## config.mk

```make
export PLATFORM = sky130hd
export DESIGN_NAME = cordic_vectoring_iter
export DESIGN_NICKNAME = d
export VERILOG_FILES = /design/src/rtl/cordic_pkg.sv /design/src/rtl/cordic_vectoring_stage.sv /design/src/rtl/cordic_vectoring_iter.sv
export SDC_FILE = /design/constraint.sdc
export NUM_CORES = 2
export LEC_CHECK = 0
export ABC_AREA = 0
export CAP_MARGIN = 20
export CORE_MARGIN = 2
export CORE_UTILIZATION = 50
export CTS_CLUSTER_SIZE = 14
export DETAILED_ROUTE_END_ITERATION = 12
export GPL_TIMING_DRIVEN = 0
export HOLD_SLACK_MARGIN = 0.05
export PLACE_DENSITY = 0.73
export SLEW_MARGIN = 20
export SYNTH_ARGS = -nofsm -noshare
export SYNTH_HDL_FRONTEND = slang
export SYNTH_SLANG_ARGS = --single-unit
```

## constraint.sdc

```tcl
create_clock -name clk -period 23.5 [get_ports clk]
set_clock_uncertainty 0.1 [all_clocks]
set_input_delay 4.7 -clock clk [delete_from_list [all_inputs] [get_ports clk]]
set_output_delay 4.7 -clock clk [all_outputs]
set_load 0.005 [all_outputs]
```

## src/rtl/cordic_pkg.sv

```systemverilog
// Shared CORDIC constants: widths, atan table in turns, gain, FSM states.
package cordic_pkg;

  localparam int WIDTH     = 32;
  localparam int FRAC_BITS = 29;
  localparam int IWIDTH    = 34;
  localparam int LUT_DEPTH = 21;

  // round(0.6072529350 * 2^29), inverse of the accumulated CORDIC gain
  localparam logic signed [WIDTH-1:0] K_GAIN    = 32'sh136E_9DB5;
  localparam logic signed [WIDTH-1:0] HALF_TURN = 32'sh1000_0000;

  // atan(2^-i) in turns, Q3.29 (0.125 turn = 0x0400_0000)
  localparam logic [WIDTH-1:0] ATAN_LUT [0:LUT_DEPTH-1] = '{
    32'h0400_0000, 32'h025C_80A4, 32'h013F_670B, 32'h00A2_223B,
    32'h0051_61A8, 32'h0028_BAFC, 32'h0014_5EC4, 32'h000A_2F8B,
    32'h0005_17CA, 32'h0002_8BE6, 32'h0001_45F3, 32'h0000_A2F9,
    32'h0000_517D, 32'h0000_28BE, 32'h0000_145F, 32'h0000_0A30,
    32'h0000_0518, 32'h0000_028C, 32'h0000_0146, 32'h0000_00A3,
    32'h0000_0051
  };

  typedef enum logic [1:0] {
    ST_IDLE  = 2'd0,
    ST_ITER  = 2'd1,
    ST_SCALE = 2'd2,
    ST_DONE  = 2'd3
  } state_t;

  // Indices past the table contribute no rotation angle.
  function automatic logic signed [WIDTH-1:0] atan_lookup(input logic [4:0] idx);
    if (idx < 5'(LUT_DEPTH)) return signed'(ATAN_LUT[idx]);
    else                     return '0;
  endfunction

endpackage

```

## src/rtl/cordic_vectoring_stage.sv

```systemverilog
// One combinational vectoring micro-rotation: steer y toward zero.
module cordic_vectoring_stage
  import cordic_pkg::*;
(
  input  logic signed [IWIDTH-1:0] i_x,
  input  logic signed [IWIDTH-1:0] i_y,
  input  logic signed [WIDTH-1:0]  i_z,
  input  logic [4:0]               i_iter,
  output logic signed [IWIDTH-1:0] o_x,
  output logic signed [IWIDTH-1:0] o_y,
  output logic signed [WIDTH-1:0]  o_z
);

  logic signed [IWIDTH-1:0] w_x_sh;
  logic signed [IWIDTH-1:0] w_y_sh;
  logic signed [WIDTH-1:0]  w_atan;
  logic                     w_y_neg;

  assign w_x_sh  = i_x >>> i_iter;
  assign w_y_sh  = i_y >>> i_iter;
  assign w_atan  = atan_lookup(i_iter);
  assign w_y_neg = i_y[IWIDTH-1];

  // Both x and y updates read the pre-update values.
  assign o_x = w_y_neg ? (i_x - w_y_sh) : (i_x + w_y_sh);
  assign o_y = w_y_neg ? (i_y + w_x_sh) : (i_y - w_x_sh);
  assign o_z = w_y_neg ? (i_z - w_atan) : (i_z + w_atan);

endmodule

```

## src/rtl/cordic_vectoring_iter.sv

```systemverilog
// Iterative vectoring CORDIC: (x, y) -> (magnitude, atan2 in turns).
//
// state    | meaning
// ST_IDLE  | in_ready high, waiting for an input vector
// ST_ITER  | one micro-rotation per cycle, i = 0 .. ITERATIONS-1
// ST_SCALE | gain compensation and saturation of the magnitude
// ST_DONE  | out_valid high, outputs held until out_ready
module cordic_vectoring_iter
  import cordic_pkg::*;
#(
  parameter int ITERATIONS = 21
) (
  input  logic             clk,
  input  logic             rst,
  input  logic             in_valid,
  output logic             in_ready,
  input  logic [WIDTH-1:0] x_in,
  input  logic [WIDTH-1:0] y_in,
  output logic             out_valid,
  input  logic             out_ready,
  output logic [WIDTH-1:0] mag_out,
  output logic [WIDTH-1:0] ang_out
);

  localparam logic [4:0] ITER_LAST = 5'(ITERATIONS - 1);

  state_t                   r_state;
  logic signed [IWIDTH-1:0] r_x;
  logic signed [IWIDTH-1:0] r_y;
  logic signed [WIDTH-1:0]  r_z;
  logic [4:0]               r_iter;
  logic                     r_zero;
  logic                     r_in_ready;
  logic                     r_out_valid;
  logic [WIDTH-1:0]         r_mag;
  logic [WIDTH-1:0]         r_ang;

  logic signed [IWIDTH-1:0] w_x_ext;
  logic signed [IWIDTH-1:0] w_y_ext;
  logic signed [IWIDTH-1:0] w_x_nxt;
  logic signed [IWIDTH-1:0] w_y_nxt;
  logic signed [WIDTH-1:0]  w_z_nxt;
  logic signed [65:0]       w_prod;
  logic signed [65:0]       w_scaled;
  logic [WIDTH-1:0]         w_mag_sat;

  assign w_x_ext = {{2{x_in[WIDTH-1]}}, x_in};
  assign w_y_ext = {{2{y_in[WIDTH-1]}}, y_in};

  cordic_vectoring_stage u_stage (
    .i_x    (r_x),
    .i_y    (r_y),
    .i_z    (r_z),
    .i_iter (r_iter),
    .o_x    (w_x_nxt),
    .o_y    (w_y_nxt),
    .o_z    (w_z_nxt)
  );

  // Floor of x*K / 2^29; anything above the positive Q3.29 range clips.
  assign w_prod   = 66'(r_x) * 66'(K_GAIN);
  assign w_scaled = w_prod >>> FRAC_BITS;
  assign w_mag_sat = w_scaled[65]             ? '0 :
                     (|w_scaled[64:WIDTH-1])  ? 32'h7FFF_FFFF :
                                                {1'b0, w_scaled[WIDTH-2:0]};

  // Sequencing FSM with registered handshake and result outputs.
  always_ff @(posedge clk or posedge rst) begin
    if (rst) begin
      r_state     <= ST_IDLE;
      r_x         <= '0;
      r_y         <= '0;
      r_z         <= '0;
      r_iter      <= '0;
      r_zero      <= 1'b0;
      r_in_ready  <= 1'b1;
      r_out_valid <= 1'b0;
      r_mag       <= '0;
      r_ang       <= '0;
    end else begin
      case (r_state)
        ST_IDLE: begin
          if (in_valid) begin
            // Fold the left half-plane onto the right one and seed z with ±0.5 turn.
            if (x_in[WIDTH-1]) begin
              r_x <= -w_x_ext;
              r_y <= -w_y_ext;
              r_z <= y_in[WIDTH-1] ? -HALF_TURN : HALF_TURN;
            end else begin
              r_x <= w_x_ext;
              r_y <= w_y_ext;
              r_z <= '0;
            end
            r_zero     <= (x_in == '0) && (y_in == '0);
            r_iter     <= '0;
            r_in_ready <= 1'b0;
            r_state    <= ST_ITER;
          end
        end
        ST_ITER: begin
          r_x    <= w_x_nxt;
          r_y    <= w_y_nxt;
          r_z    <= w_z_nxt;
          r_iter <= r_iter + 5'd1;
          if (r_iter == ITER_LAST) r_state <= ST_SCALE;
        end
        ST_SCALE: begin
          r_mag       <= r_zero ? '0 : w_mag_sat;
          r_ang       <= r_zero ? '0 : r_z;
          r_out_valid <= 1'b1;
          r_state     <= ST_DONE;
        end
        ST_DONE: begin
          if (out_ready) begin
            r_out_valid <= 1'b0;
            r_in_ready  <= 1'b1;
            r_state     <= ST_IDLE;
          end
        end
        default: r_state <= ST_IDLE;
      endcase
    end
  end

  assign in_ready  = r_in_ready;
  assign out_valid = r_out_valid;
  assign mag_out   = r_mag;
  assign ang_out   = r_ang;

endmodule

```

==> run metrics <==
max_cap viols=0; setup violators final=0; post-synth top area cell=fa_1; Area growth syn-to-layout=8.50%; Yosys reg bits=roughly 170; initial antenna violation count=3; dpl cells=about 5600; Most used DFF post-synth=dfrtp_1; chip width=about 280 um; RePlAce Congestion=1.06; Final Hold Viols=0; H-tree Lvls=4; clock root buffer=clkbuf_16; drc violations=0; placed cell area=between 40000 and 50000 um2; Die H=284 um; HPWL after DPL=119000 um; nets=roughly 5500; total wire length=144000 um; Via density=between 6 and 7; fin cells=between 5000 and 6000; startpoint types=flop; GR peak layer=met2; commonest non-fill, non-tap cell in the layout=inv_1; DRT Pass-1 Iters=7; clk_lat worst skew=between 0.5 and 0.6 ns; maximum fanout along the worst path=13; via count=34232; normalized max-slew margin=0.164; achievable frequency=between 0.09 and 0.1 GHz; cts repair resizes=0; TritonCTS Buffers=17; Synth warnings=0; critical path data required time=~24 ns; number of flops mapped to enable cells by yosys=0; top area cells in the synthesized netlist=fa_1 (27%), ha_1 (13%), dfrtp_1 (11%); initial drt markers=3722; GR Layer Usage met3=0.106; CTS clock-pin slew for the worst setup and hold paths=0.09 ns; Slew Limit Fails=0; Hold/Removal Path Class=reg2reg; M1 GR Usage=0.509; CTS tree=done; Worst Setup End Kind=flop; mapped cell area=roughly 39000 um2; distinct cell type count after synthesis=89; vias in the first global route=33773; Top Ports=134; fin area=around 43000 um2; most frequent cells in the layout=inv_1 (869), fa_1 (525), ha_1 (415); clock sinks=173; Synth Net Count=about 5400; initial core utilization=0.506; Synth Instances=~4400; crit path DAT=about 10 ns; Slowest-stage cell, CP=o21ai_0; Worst-Margin Slew=~1.2 ns; syn avg cell area=roughly 9.0 um2; Setup TNS=0 ns; Antenna Violating Nets Remaining=0; Final Cycle Share=0.426; sequential share of the synthesized area=0.110; most frequent CP cell=inv_1; I/O Buffers=about 130; first-pass GRT wire length=around 210000 um; Post-synth ARST share=1.00; fraction of layout cells with a size suffix above 1=0.0440; Setup CP Type=reg2reg; Yosys top cell area share=0.268; Core Region=between 70000 and 80000 um2; Die ar.=between 80000 and 90000 um2; Site Rows=a little over 100; met2 GRT Util=0.514; max incr delay on CP=approximately 1.0 ns; CTS Buffer Depth=2; GRT Overall Usage=0.357; mean routed wirelength per cell=25.7 um; outcome=finished clean; fin crit period=between 10 and 15 ns; largest net degree at the start of global routing=89; unrepaired setup endpoints after global routing=false; gr ovfl total=0; Post-CTS Setup Bufs=0; final core occ=0.549; hold_buf cts=0
==> cell usage after synthesis, types with 32 or more instances <==
cell type    n
a21oi_1    280
dfrtp_1    172
o21ai_0    249
xor2_1     131
nor3_1      32
a221o_1     38
nor2_1     246
a21o_1      68
a31oi_1     45
nand2b_1    33
mux2i_1     75
mux4_2      72
nand2_1    256
inv_1      870
clkbuf_1   111
fa_1       525
xnor2_1    137
ha_1       415
==> kinds of logic after synthesis <==
family | after synthesis | synth area share
muxes | 177 | 0.0722
and+or+nand+nor | 790 | 0.0950
AOI/OAI and AO/OA | 995 | 0.162
DFF | 173 | 0.110
buffers and inverters | 1033 | 0.100
xor gates and xnor gates | 268 | 0.0598
adders and majority gates | 940 | 0.400
other | 1 | 0.0000956
==> per-stage QoR <==
step	hold WS, ns	setup slack (ns)
global placement	0.387	10.95
detailed placement	0.382	13.82
CTS	0.408	13.79
floorplan	0.367	14.01
global route	0.416	13.20
finish	0.403	13.48
==> per-layer routing <==
layer / wire, um / up-vias
met4: 5300 / 2
met3: 17300 / 263
met2: 60700 / 1858
met5: 15 / -
li1: - / 15040
met1: 60200 / 17069
==> registers in the layout, indices dropped and copies added, names as in the netlist <==
register / count
out_valid: 1
r_z: 32
ang_out: 32
r_state: 2
r_y: 34
mag_out: 31
in_ready: 1
r_zero: 1
r_iter: 5
r_x: 34
==> cell type report <==
class | count | area (um2)
Sequential cell | 173 | 4330
Multi-Input combinational cell | 3171 | 31000
Clock inverter | 15 | 209
Buffer | 158 | 654
Antenna cell | 2 | 5.00
Tap cell | 1040 | 1300
Timing Repair Buffer | 133 | 1360
Clock buffer | 17 | 425
Inverter | 875 | 3290
Fill cell | 7198 | 35000
==> path summary, 6_finish.rpt <==
path	startpoint	depth (start not counted)	endpoint	slack, ns
max in group asynchronous	rst	3	mag_out[6]	17.76
worst min-delay path	ang_out[0]	1	ang_out[0]	0.40
min in group asynchronous	rst	2	ang_out[1]	4.51
worst max-delay path	r_x[8]	30	mag_out[1]	13.48
worst min register to register	ang_out[0]	1	ang_out[0]	0.40
worst max register to register	r_x[8]	30	mag_out[1]	13.48
==> worst max-delay path, delay by kind of cell, from the launching register on <==
kind            cells  cell delay, ns
fa+ha+maj           9            4.23
compound gates      5            2.03
buf+inv            10            1.35
flops               1            0.96
simple gates        5            0.96
xor+xnor            1            0.29
Power is not shown: default switching activity piles up to over one toggle a cycle in this logic, so the estimate is an artifact.
